--- config.mk ---
export PLATFORM = sky130hd
export DESIGN_NAME = autocorrelation_accumulator
export DESIGN_NICKNAME = d
export VERILOG_FILES = /design/src/rtl/lpc_pkg.sv /design/src/rtl/lpc_mac_pipe.sv /design/src/rtl/autocorrelation_accumulator.sv
export SDC_FILE = /design/constraint.sdc
export NUM_CORES = 1
export LEC_CHECK = 0
export ABC_AREA = 1
export BUFFER_PORTS_ARGS = -buffer_cell sky130_fd_sc_hd__buf_2
export CORE_ASPECT_RATIO = 0.7
export CORE_MARGIN = 5
export CORE_UTILIZATION = 50
export DETAILED_ROUTE_END_ITERATION = 8
export PLACE_DENSITY_LB_ADDON = 0.15
export RECOVER_POWER = 25
export SYNTH_ARGS = -nofsm -noshare
export SYNTH_HDL_FRONTEND = slang
export SYNTH_HIERARCHICAL = 1
export SYNTH_SLANG_ARGS = --single-unit
--- constraint.sdc ---
create_clock -name clk -period 7.5 [get_ports clk]
set_input_delay 0.75 -clock clk [delete_from_list [all_inputs] [get_ports clk]]
set_output_delay 0.75 -clock clk [all_outputs]
set_load 0.02 [all_outputs]
--- src/rtl/lpc_pkg.sv ---
// Shared definitions for the LPC autocorrelation datapath.
// Holds the default widths/order used by the accumulator and its MAC pipe,
// and the frame-level FSM state encoding.
package lpc_pkg;

  localparam int DEF_DATA_W = 16;
  localparam int DEF_ACC_W  = 40;
  localparam int DEF_LAG_W  = 11;
  localparam int DEF_ORDER  = 10;
  localparam int DEF_IDX_W  = 4;

  typedef enum logic [1:0] {
    IDLE = 2'd0,
    RUN  = 2'd1,
    DONE = 2'd2
  } acc_state_t;

endpackage

--- src/rtl/lpc_mac_pipe.sv ---
// First two stages of the autocorrelation datapath.
// S1 registers the sample pair and its control; S2 registers the signed
// product a*b together with valid/next_lag/lag so S3 sees them aligned.
// Ports:
//   clk, reset          clock, synchronous active-high reset (control only)
//   mac_en, next_lag    pair valid / lag close, already gated by the caller
//   sample_a, sample_b  signed sample pair
//   lag                 lag index of the pair
//   vld_p2, nl_p2       S2 valid / close strobe
//   lag_p2, prod_p2     S2 lag index and 2*DATA_W signed product
module lpc_mac_pipe
  import lpc_pkg::*;
#(
  parameter int DATA_W = DEF_DATA_W,
  parameter int LAG_W  = DEF_LAG_W
) (
  input  logic                       clk,
  input  logic                       reset,
  input  logic                       mac_en,
  input  logic                       next_lag,
  input  logic signed [DATA_W-1:0]   sample_a,
  input  logic signed [DATA_W-1:0]   sample_b,
  input  logic [LAG_W-1:0]           lag,
  output logic                       vld_p2,
  output logic                       nl_p2,
  output logic [LAG_W-1:0]           lag_p2,
  output logic signed [2*DATA_W-1:0] prod_p2
);

  logic                     vld_p1;
  logic                     nl_p1;
  logic [LAG_W-1:0]         lag_p1;
  logic signed [DATA_W-1:0] a_p1;
  logic signed [DATA_W-1:0] b_p1;

  // S1: input registers
  always_ff @(posedge clk) begin
    if (reset) begin
      vld_p1 <= 1'b0;
      nl_p1  <= 1'b0;
    end else begin
      vld_p1 <= mac_en;
      nl_p1  <= next_lag;
    end
  end

  always_ff @(posedge clk) begin
    a_p1   <= sample_a;
    b_p1   <= sample_b;
    lag_p1 <= lag;
  end

  // S2: product register
  always_ff @(posedge clk) begin
    if (reset) begin
      vld_p2 <= 1'b0;
      nl_p2  <= 1'b0;
    end else begin
      vld_p2 <= vld_p1;
      nl_p2  <= nl_p1;
    end
  end

  always_ff @(posedge clk) begin
    prod_p2 <= a_p1 * b_p1;
    lag_p2  <= lag_p1;
  end

endmodule

--- src/rtl/autocorrelation_accumulator.sv ---
// Autocorrelation accumulator: multiply-accumulates x[n]*x[n+lag] pairs,
// closes one saturated R[lag] per next_lag strobe and stores R[0..ORDER] in a
// result bank read by the Levinson-Durbin stage after done pulses.
// Ports:
//   clk, reset            clock, synchronous active-high reset
//   start                 begin a frame (IDLE only)
//   mac_en, sample_a/b    sample pair valid and data
//   next_lag, lag         close current lag / lag index of the pair
//   r_valid, r_lag        one-cycle strobe and lag of r_value
//   r_value               completed R value
//   ovf                   sticky saturation flag for this frame
//   busy, done            frame in progress / one-cycle completion pulse
//   rd_addr, rd_data      bank read port, 1-cycle latency
module autocorrelation_accumulator
  import lpc_pkg::*;
#(
  parameter int DATA_W = DEF_DATA_W,
  parameter int ACC_W  = DEF_ACC_W,
  parameter int LAG_W  = DEF_LAG_W,
  parameter int ORDER  = DEF_ORDER,
  parameter int IDX_W  = DEF_IDX_W
) (
  input  logic                     clk,
  input  logic                     reset,
  input  logic                     start,
  input  logic                     mac_en,
  input  logic signed [DATA_W-1:0] sample_a,
  input  logic signed [DATA_W-1:0] sample_b,
  input  logic                     next_lag,
  input  logic [LAG_W-1:0]         lag,
  output logic                     r_valid,
  output logic [LAG_W-1:0]         r_lag,
  output logic signed [ACC_W-1:0]  r_value,
  output logic                     ovf,
  output logic                     busy,
  output logic                     done,
  input  logic [IDX_W-1:0]         rd_addr,
  output logic signed [ACC_W-1:0]  rd_data
);

  // Add with clamp to the ACC_W signed range; hit flags a clamp.
  function automatic logic signed [ACC_W-1:0] sat_add(
    input  logic signed [ACC_W-1:0] a,
    input  logic signed [ACC_W-1:0] b,
    output logic                    hit
  );
    logic signed [ACC_W:0] s;
    s   = (ACC_W+1)'(a) + (ACC_W+1)'(b);
    hit = (s[ACC_W] != s[ACC_W-1]);
    if (!hit)
      return s[ACC_W-1:0];
    else if (s[ACC_W])
      return {1'b1, {(ACC_W-1){1'b0}}};
    else
      return {1'b0, {(ACC_W-1){1'b1}}};
  endfunction

  acc_state_t state;

  logic                     run;
  logic                     vld_p2;
  logic                     nl_p2;
  logic [LAG_W-1:0]         lag_p2;
  logic signed [2*DATA_W-1:0] prod_p2;

  logic signed [ACC_W-1:0]  acc;
  logic signed [ACC_W-1:0]  addend;
  logic signed [ACC_W-1:0]  sum;
  logic                     sat_hit;

  logic signed [ACC_W-1:0]  bank [ORDER+1];

  // Pairs and closes only enter the pipe while a frame is running.
  assign run  = (state == RUN);
  assign busy = (state != IDLE);

  lpc_mac_pipe #(
    .DATA_W (DATA_W),
    .LAG_W  (LAG_W)
  ) u_pipe (
    .clk      (clk),
    .reset    (reset),
    .mac_en   (mac_en & run),
    .next_lag (next_lag & run),
    .sample_a (sample_a),
    .sample_b (sample_b),
    .lag      (lag),
    .vld_p2   (vld_p2),
    .nl_p2    (nl_p2),
    .lag_p2   (lag_p2),
    .prod_p2  (prod_p2)
  );

  always_comb begin
    addend  = vld_p2 ? ACC_W'(prod_p2) : '0;
    sat_hit = 1'b0;
    sum     = sat_add(acc, addend, sat_hit);
  end

  // S3: accumulator, result strobe and frame FSM
  always_ff @(posedge clk) begin
    if (reset) begin
      state   <= IDLE;
      acc     <= '0;
      r_valid <= 1'b0;
      r_lag   <= '0;
      r_value <= '0;
      ovf     <= 1'b0;
      done    <= 1'b0;
    end else begin
      r_valid <= 1'b0;
      done    <= 1'b0;

      if (vld_p2 || nl_p2) begin
        if (sat_hit)
          ovf <= 1'b1;
        if (nl_p2) begin
          // Close: this cycle's product is included, next lag starts from 0.
          r_valid <= 1'b1;
          r_value <= sum;
          r_lag   <= lag_p2;
          acc     <= '0;
        end else begin
          acc <= sum;
        end
      end

      case (state)
        IDLE: begin
          if (start) begin
            state <= RUN;
            acc   <= '0;
            ovf   <= 1'b0;
          end
        end
        RUN: begin
          if (r_valid && r_lag == LAG_W'(ORDER)) begin
            state <= DONE;
            done  <= 1'b1;
          end
        end
        DONE:    state <= IDLE;
        default: state <= IDLE;
      endcase
    end
  end

  // Result bank: lags beyond ORDER are strobed but not stored.
  always_ff @(posedge clk) begin
    if (r_valid && r_lag <= LAG_W'(ORDER))
      bank[r_lag[IDX_W-1:0]] <= r_value;
  end

  always_ff @(posedge clk) begin
    if (reset)
      rd_data <= '0;
    else if (rd_addr <= IDX_W'(ORDER))
      rd_data <= bank[rd_addr];
    else
      rd_data <= '0;
  end

endmodule
==> metrics.md, run 1 <==
| Metric | Value |
|---|---|
| Combinational family with the most area after synthesis | adder cells |
| Predominant post-synthesis flop cell | sky130_fd_sc_hd__edfxtp_1 |
| Unrepaired setup endpoints after global routing | false |
| Maximum number of buffers from clock root to sink | 3 |
| DPL Wire Length | 65800 um |
| Most common cell after layout, fill and taps aside | sky130_fd_sc_hd__nand2_1 |
| Fillcell total | 6578 |
| Die width | 337 um |
| Antenna violations before repair | 4 |
| Synth Instances | 3994 |
| Syn avg cell area | 9.36 um^2 |
| Area Overhead vs Synth | 10.1% |
| Clk_lat worst skew | 0.63 ns |
| Clock tree from TritonCTS | yes |
| First-pass GRT wire length | 151000 um |
| Wire per inst | 19.0 um |
| Multiplexer share of the synthesized area | 0 |
| Final setup fails | 0 |
| Arr. time, crit path | 6.59 ns |
| Pin count of the biggest net entering global routing | 125 |
| Gr usage total | 0.242 |
| Hold path startpoint | sample_a[12] |
| Total iterations of the first detailed-routing run | 6 |
| Post-synthesis xor/xnor area fraction | 0.0124 |
| Count of flip-flops with a built-in enable after synthesis | 440 |
| Synth top area cells | sky130_fd_sc_hd__edfxtp_1 (35%), sky130_fd_sc_hd__fa_1 (14%), sky130_fd_sc_hd__dfxtp_1 (12%), sky130_fd_sc_hd__nand2_1 (9.4%), sky130_fd_sc_hd__inv_1 (5.9%) |
| Final worst path period need | 6.09 ns |
| Antenna diode count | 0 |
| Clock-pin slew on the worst setup and hold paths | 0.07 ns |
| Largest fanout on the critical path | 16 |
| Async SR Flop Fraction | 0 |
| Hold slack | 0.218 ns |
| Core Footprint | 73700 um^2 |
| Clk root buf | sky130_fd_sc_hd__clkbuf_16 |
| #FFs+latches synth | 666 |
| Clock sink count | 666 |
| Share of the yosys chip area belonging to registers | 0.474 |
| Level count of the clock H-tree | 3 |
| Final GP Congestion | 0.953 |
| Share of the core filled with cells in the final layout | 0.559 |
| Setup slack after placement | 1.47 ns |
| PnR worst setup slack | 1.41 ns |
| Post-synthesis compound-gate area fraction | 0.0883 |
| Max rail drop VDD | 0.000601 V |
| DIE AREA | 80500 um^2 |
| DRC errors left | 0 |
| Final max-slew violation count | 0 |
| Adder and majority gate portion of the synthesized area | 0.182 |
| Launch point of the worst path | u_pipe/a_p1[15]$_DFF_P_ |
| Worst Skew | 0.0283 ns |
| Static Leak | 18.5 nW |
| Outcome | finished clean |
| Post-synthesis net count | 4431 |
| Number of violations of the max-capacitance limit | 0 |
| Dominant cell type by area after synthesis | sky130_fd_sc_hd__edfxtp_1 |
| Final net count | 4484 |
| Worst setup path class | flip-flop to flip-flop |
| Type of origin of the critical path | flip-flop |
| Worst min path class | input pin to flip-flop |
| Hold-fix buffer count after cts | 0 |
| Height of the die | 239 um |
| Setup TNS | 0 ns |
| IO buf count | 146 |
| Number of library cell types mapped by synthesis | 41 |
| Share of post-route cells with drive strength above 1 | 0.0866 |
| Post-route antenna net violation count | 0 |
| Worst slew margin relative to its limit | 0.240 |
| Sum of routed wire length over all layers | 96600 um |
| Quantity of gates resized following cts | 0 |
| Worst flop-to-flop path startpoint | u_pipe/a_p1[15]$_DFF_P_ |
| Power density relative to cell area | 427 nW/um^2 |
| Type of destination of the critical path | flip-flop |
| Post-route cell area | 41200 um^2 |
| CTS Buf Count | 66 |
| Warnings, synthesis | 6 |
| Most frequent cells in the layout | sky130_fd_sc_hd__nand2_1 (941), sky130_fd_sc_hd__inv_1 (585), sky130_fd_sc_hd__edfxtp_1 (440) |
| Fin crit share | 0.812 |
| F_max | 0.164 GHz |
| Number of standard-cell rows in the floorplan | 83 |
| Congestion Overflow GR | 0 |
| Endpoint required time on the critical path | 8.00 ns |
| Number of top-level design ports | 147 |
| Per-cell via count in the routed design | 5.32 |
| Via count of the first global-routing pass | 25800 |
| Endpoints failing hold | 0 |
| Transition at the pin with the smallest max-transition slack | 1.14 ns |
| Share of Yosys cell area claimed by the top area cell type | 0.353 |
| Post-CTS setup buffer count | 0 |
| Violation count after the first detailed-route iteration | 2631 |
| Total number of vias | 27000 |
| Placed inst area | 38900 um^2 |
| Initial Util | 0.507 |
| Synthesized-area fraction occupied by and/or/nand/nor cells | 0.163 |
| Mapped cell area | 37400 um^2 |
layer usage:
layer	vias to the layer above	part of all wire	track usage
met5	-	0.0012	0.0100
li1	12900	-	-
met4	2	0.015	0.0457
met2	888	0.40	0.332
met1	13100	0.50	0.399
met3	98	0.080	0.0418
cell usage after synthesis, types with 3 or more instances:
library cell,instances
sky130_fd_sc_hd__a21o_1,7
sky130_fd_sc_hd__a21oi_1,255
sky130_fd_sc_hd__a21oi_2,15
sky130_fd_sc_hd__buf_1,10
sky130_fd_sc_hd__buf_2,5
sky130_fd_sc_hd__buf_4,6
sky130_fd_sc_hd__buf_6,3
sky130_fd_sc_hd__clkbuf_1,171
sky130_fd_sc_hd__dfxtp_1,226
sky130_fd_sc_hd__edfxtp_1,440
sky130_fd_sc_hd__fa_1,263
sky130_fd_sc_hd__ha_1,122
sky130_fd_sc_hd__inv_1,587
sky130_fd_sc_hd__inv_2,5
sky130_fd_sc_hd__nand2_1,941
sky130_fd_sc_hd__nand2_2,10
sky130_fd_sc_hd__nand3_1,85
sky130_fd_sc_hd__nand3_2,6
sky130_fd_sc_hd__nand3b_1,9
sky130_fd_sc_hd__nand4_1,17
sky130_fd_sc_hd__nor2_1,421
sky130_fd_sc_hd__nor2_2,8
sky130_fd_sc_hd__nor3_1,12
sky130_fd_sc_hd__nor3_2,4
sky130_fd_sc_hd__o21a_1,3
sky130_fd_sc_hd__o21ai_0,190
sky130_fd_sc_hd__o21ai_1,6
sky130_fd_sc_hd__o21bai_1,15
sky130_fd_sc_hd__o32ai_1,80
sky130_fd_sc_hd__or2_2,6
sky130_fd_sc_hd__xnor2_1,25
sky130_fd_sc_hd__xor2_1,28
metrics by stage:
step	total power [mW]	instances
floorplan	11.6	3994
detailed placement	14.1	4956
global placement	14.1	4956
global route	19.3	5077
CTS	17.6	5077
finish	17.6	5077
worst max-delay path, cell delays in order (launching register included):
cell and delay (ns):
sky130_fd_sc_hd__dfxtp_1 0.74, sky130_fd_sc_hd__nand2_1 0.20, sky130_fd_sc_hd__inv_1 0.17, sky130_fd_sc_hd__fa_1 0.57, sky130_fd_sc_hd__fa_1 0.87, sky130_fd_sc_hd__fa_1 0.52, sky130_fd_sc_hd__fa_1 0.50, sky130_fd_sc_hd__fa_1 0.49
sky130_fd_sc_hd__inv_1 0.05, sky130_fd_sc_hd__fa_1 0.47, sky130_fd_sc_hd__inv_1 0.04, sky130_fd_sc_hd__ha_1 0.37, sky130_fd_sc_hd__nand2_1 0.13, sky130_fd_sc_hd__nor2_2 0.11, sky130_fd_sc_hd__inv_1 0.07, sky130_fd_sc_hd__nor2_2 0.18
sky130_fd_sc_hd__and2_1 0.16, sky130_fd_sc_hd__nand2_1 0.10, sky130_fd_sc_hd__inv_1 0.07, sky130_fd_sc_hd__nor2_1 0.03, sky130_fd_sc_hd__nand3_1 0.05, sky130_fd_sc_hd__nand2_1 0.05
power by group:
group	internal, mW	switching, mW	total, mW	leakage [nW]
registers	4.14	0.111	4.25	5.71
logic	3.51	6.40	9.91	11.7
clock network	1.99	1.44	3.43	1.11
state kept, by name (all words and copies together), names as in the netlist, 16 cells and up:
register / cells
bank: 440
u_pipe/b_p1: 16
r_value: 40
u_pipe/a_p1: 16
rd_data: 40
acc: 40
u_pipe/prod_p2: 32
cells by family (layout without fill, tap and decap cells):
family | count (synthesis) | in the layout
adders and majority gates | 385 | 385
buffers and inverters | 787 | 893
xor gates and xnor gates | 53 | 53
DFF | 666 | 666
AOI/OAI and AO/OA | 575 | 575
and+or+nand+nor | 1528 | 1528
path summary, 6_finish.rpt:
path	to	slack, ns	cells past startpoint
setup / recovery	u_pipe/prod_p2[31]$_DFF_P_	1.41	21
hold / removal	u_pipe/a_p1[12]$_DFF_P_	0.22	1
setup reg to reg	u_pipe/prod_p2[31]$_DFF_P_	1.41	21
hold reg to reg	u_pipe/lag_p2[2]$_DFF_P_	0.32	0
final cells by class:
| type | count | area, um^2 | area share |
|---|---|---|---|
| clock buffer | 92 | 1930 | 0.0468 |
| clock inverter | 29 | 330 | 0.00802 |
| inverter | 592 | 2230 | 0.0541 |
| multi-input combinational | 2541 | 16800 | 0.407 |
| sequential | 666 | 17700 | 0.431 |
| tap | 977 | 1220 | 0.0297 |
| timing repair buffer | 180 | 995 | 0.0241 |
No activity file was read; power rests on OpenSTA's default activity.
==> run 2: changes to the inputs <==
==> constraint.sdc (replaced) <==
create_clock -name clk -period 5.6 [get_ports clk]
set_input_delay 0.56 -clock clk [delete_from_list [all_inputs] [get_ports clk]]
set_output_delay 0.56 -clock clk [all_outputs]
set_load 0.02 [all_outputs]
==> run 2 against run 1 <==
Compared with the run above:
- final area is 1.8% higher
- clock skew down 0.0024 ns
- global-route usage fell by 0.12 points
- final cell count up 1.4%
- combinational power up 47%
- sequential power increased by 33%
- non-clock buffer count up 67
- register-to-register slack got worse by 1.2 ns
- wire length decreased by 0.74%
- fmax up 12%
- hold slack got worse by 0.18 ns
- first-iteration DRC count down 0.11%
==> metrics.md, run 2 (synthesis results as in run 1) <==
| Metric | Value |
|---|---|
| Outcome | finished clean |
| Static Leak | 18.8 nW (+1.6%) |
| Height of the die | 239 um (unchanged) |
| Worst slew margin relative to its limit | 0.184 (-0.0557) |
| First-pass GRT wire length | 151000 um (about the same) |
| Total number of vias | 27200 (+0.69%) |
| Via count of the first global-routing pass | 26000 (+0.56%) |
| Post-route cell area | 41900 um^2 (+1.8%) |
| Initial Util | 0.507 (unchanged) |
| Power density relative to cell area | 589 nW/um^2 (+38%) |
| Share of post-route cells with drive strength above 1 | 0.106 (+0.0196) |
| Critical-path top delay cell | sky130_fd_sc_hd__fa_1 |
| Transition at the pin with the smallest max-transition slack | 1.22 ns (+0.0835 ns) |
| Per-cell via count in the routed design | 5.28 (-0.68%) |
| Clk root buf | sky130_fd_sc_hd__clkbuf_16 |
| Share of the core filled with cells in the final layout | 0.569 (+0.0102) |
| Most common cell after layout, fill and taps aside | sky130_fd_sc_hd__nand2_1 |
| Total power of the final layout | 24.7 mW (+40%) |
| Antenna violations before repair | 1 (-3) |
| Core Footprint | 73700 um^2 (unchanged) |
| WP buf/inv | 8 (+3) |
| Violation count after the first detailed-route iteration | 2628 (-0.11%) |
| IO buf count | 146 (unchanged) |
| Clk_lat worst skew | 0.63 ns (about the same) |
| Congestion Overflow GR | 0 (unchanged) |
| Final net count | 4552 (+1.5%) |
| Number of non-filler instances in the completed layout | 5147 (+1.4%) |
| Number of top-level design ports | 147 (unchanged) |
| Post-route antenna net violation count | 0 (unchanged) |
| Max rail drop VDD | 0.000999 V (+66%) |
| Switching power of the nets | 11.2 mW (+40%) |
| Sum of routed wire length over all layers | 95800 um (-0.74%) |
| Type of destination of the critical path | flip-flop |
| Final setup fails | 0 (unchanged) |
| Total iterations of the first detailed-routing run | 7 (+1) |
| Die width | 337 um (unchanged) |
| CTS Buf Count | 67 (+1.5%) |
| Final max-slew violation count | 0 (unchanged) |
| Worst reg-to-reg path cell count | 23 (+9.5%) |
| Cell depth of the worst setup path | 23 (+9.5%) |
| Worst setup path class | flip-flop to flip-flop |
| Most frequent cells in the layout | sky130_fd_sc_hd__nand2_1 (939), sky130_fd_sc_hd__inv_1 (584), sky130_fd_sc_hd__edfxtp_1 (440) |
| CP cell instances | buf_4 -> nand2_1 -> fa_1 -> inv_1 -> fa_1 -> inv_1 -> fa_1 -> inv_1 -> fa_1 -> fa_1 -> inv_1 -> fa_1 -> inv_1 -> ha_1 -> nand2_1 -> inv_2 -> a21oi_2 -> nand3_2 -> nand2_1 -> inv_1 -> nor2_1 -> nand3_1 -> nand2_1 |
| Hold slack | 0.0357 ns (-0.182 ns) |
| Cells after DPL | 5008 (+1.0%) |
| Final GP Congestion | 0.962 (+0.99%) |
| Wire per inst | 18.6 um (-2.1%) |
| Fin crit share | 0.969 (+0.157) |
| Final worst path period need | 5.43 ns (-0.661 ns) |
| Antenna diode count | 0 (unchanged) |
| DPL Wire Length | 66400 um (+0.77%) |
| Number of violations of the max-capacitance limit | 0 (unchanged) |
| Largest fanout on the critical path | 12 (-4) |
| Area Overhead vs Synth | 12.2% |
| Fraction of power consumed by the clock network | 0.180 (-0.015) |
| Part of the total power dissipated in combinational logic | 0.590 (+0.027) |
| Share of total power consumed by net switching | 0.452 (about the same) |
| Type of origin of the critical path | flip-flop |
| Pin count of the biggest net entering global routing | 211 (+69%) |
| DIE AREA | 80500 um^2 (unchanged) |
| Delay-heaviest family, CP | adder cells |
| Sequential Power Share | 0.229 (-0.013) |
| Endpoint required time on the critical path | 6.18 ns (-1.82 ns) |
| Cell depth of the worst hold path | 1 (unchanged) |
| Arr. time, crit path | 6.00 ns (-0.59 ns) |
| Minimum setup slack among reg-to-reg paths | 0.17 ns (-1.24 ns) |
| DRC errors left | 0 (unchanged) |
| Clock-pin slew on the worst setup and hold paths | 0.07 ns (about the same) |
| CP peak stage delay | 0.55 ns (-0.32 ns) |
| Placed inst area | 39500 um^2 (+1.3%) |
| Flip-flop count of the largest register, all copies and words added | 440 (unchanged) |
| Endpoints failing hold | 0 (unchanged) |
| Internal Pwr Total | 13.5 mW (+40%) |
| Clock sink count | 666 (unchanged) |
| F_max | 0.184 GHz (+12%) |
| Gr usage total | 0.240 (-0.00120) |
| Worst Skew | 0.0259 ns (-0.00243 ns) |
| Number of standard-cell rows in the floorplan | 83 (unchanged) |
| Worst min path class | input pin to flip-flop |
| Unrepaired setup endpoints after global routing | true |
| Level count of the clock H-tree | 3 (unchanged) |
| Maximum number of buffers from clock root to sink | 3 (unchanged) |
| Clock tree from TritonCTS | yes |
-- run 2: area by class of cell --
type                    count  area, um^2
flip-flops and latches    666       17800
well taps                 977        1220
inverters                 592        2230
clock buffers              88        1830
repair buffers            247        1660
multi-input cells        2541       16900
clock inverters            36         344
fillers                  6633       31800
-- run 2: routing by layer --
metal | vias up | GRT usage | wire, um
met5 | - | 0 | 0
met4 | 0 | 0.0399 | 1370
met3 | 93 | 0.0602 | 8950
met2 | 957 | 0.334 | 38700
met1 | 13100 | 0.385 | 46900
li1 | 13000 | - | -
-- run 2: final timing paths --
path / from / to
worst max-delay path: u_pipe/b_p1[9]$_DFF_P_ / u_pipe/prod_p2[31]$_DFF_P_
worst max register to register: u_pipe/b_p1[9]$_DFF_P_ / u_pipe/prod_p2[31]$_DFF_P_
worst min-delay path: sample_a[11] / u_pipe/a_p1[11]$_DFF_P_
worst min register to register: u_pipe/lag_p1[5]$_DFF_P_ / u_pipe/lag_p2[5]$_DFF_P_
-- run 2: power by group through the flow --
stage	clock network, mW	registers (mW)	logic [mW]
2_1_floorplan	0	5.75	9.79
5_1_grt	4.75	5.67	16.5
4_1_cts	4.54	5.66	13.6
3_5_place_dp	0	5.76	13.5
6_report	4.46	5.66	14.6
3_3_place_gp	0	5.76	13.5
-- run 2: what timing repair did --
item                                    CTS  global route
pin swaps                                 0             3
resized for setup                         7            45
endpoints found under the setup margin    4            19
hold endpoints to repair                 10             0
hold buffers                             10             0
buffers inserted                          0             5
-- run 2: metrics by stage --
stage	worst slack (ns)	TNS, ns
3_5_place_dp	-0.152	-0.224
6_report	0.172	0
2_1_floorplan	0.243	0
4_1_cts	0.0114	0
5_1_grt	-0.0308	-0.0308
3_3_place_gp	-0.137	-0.137
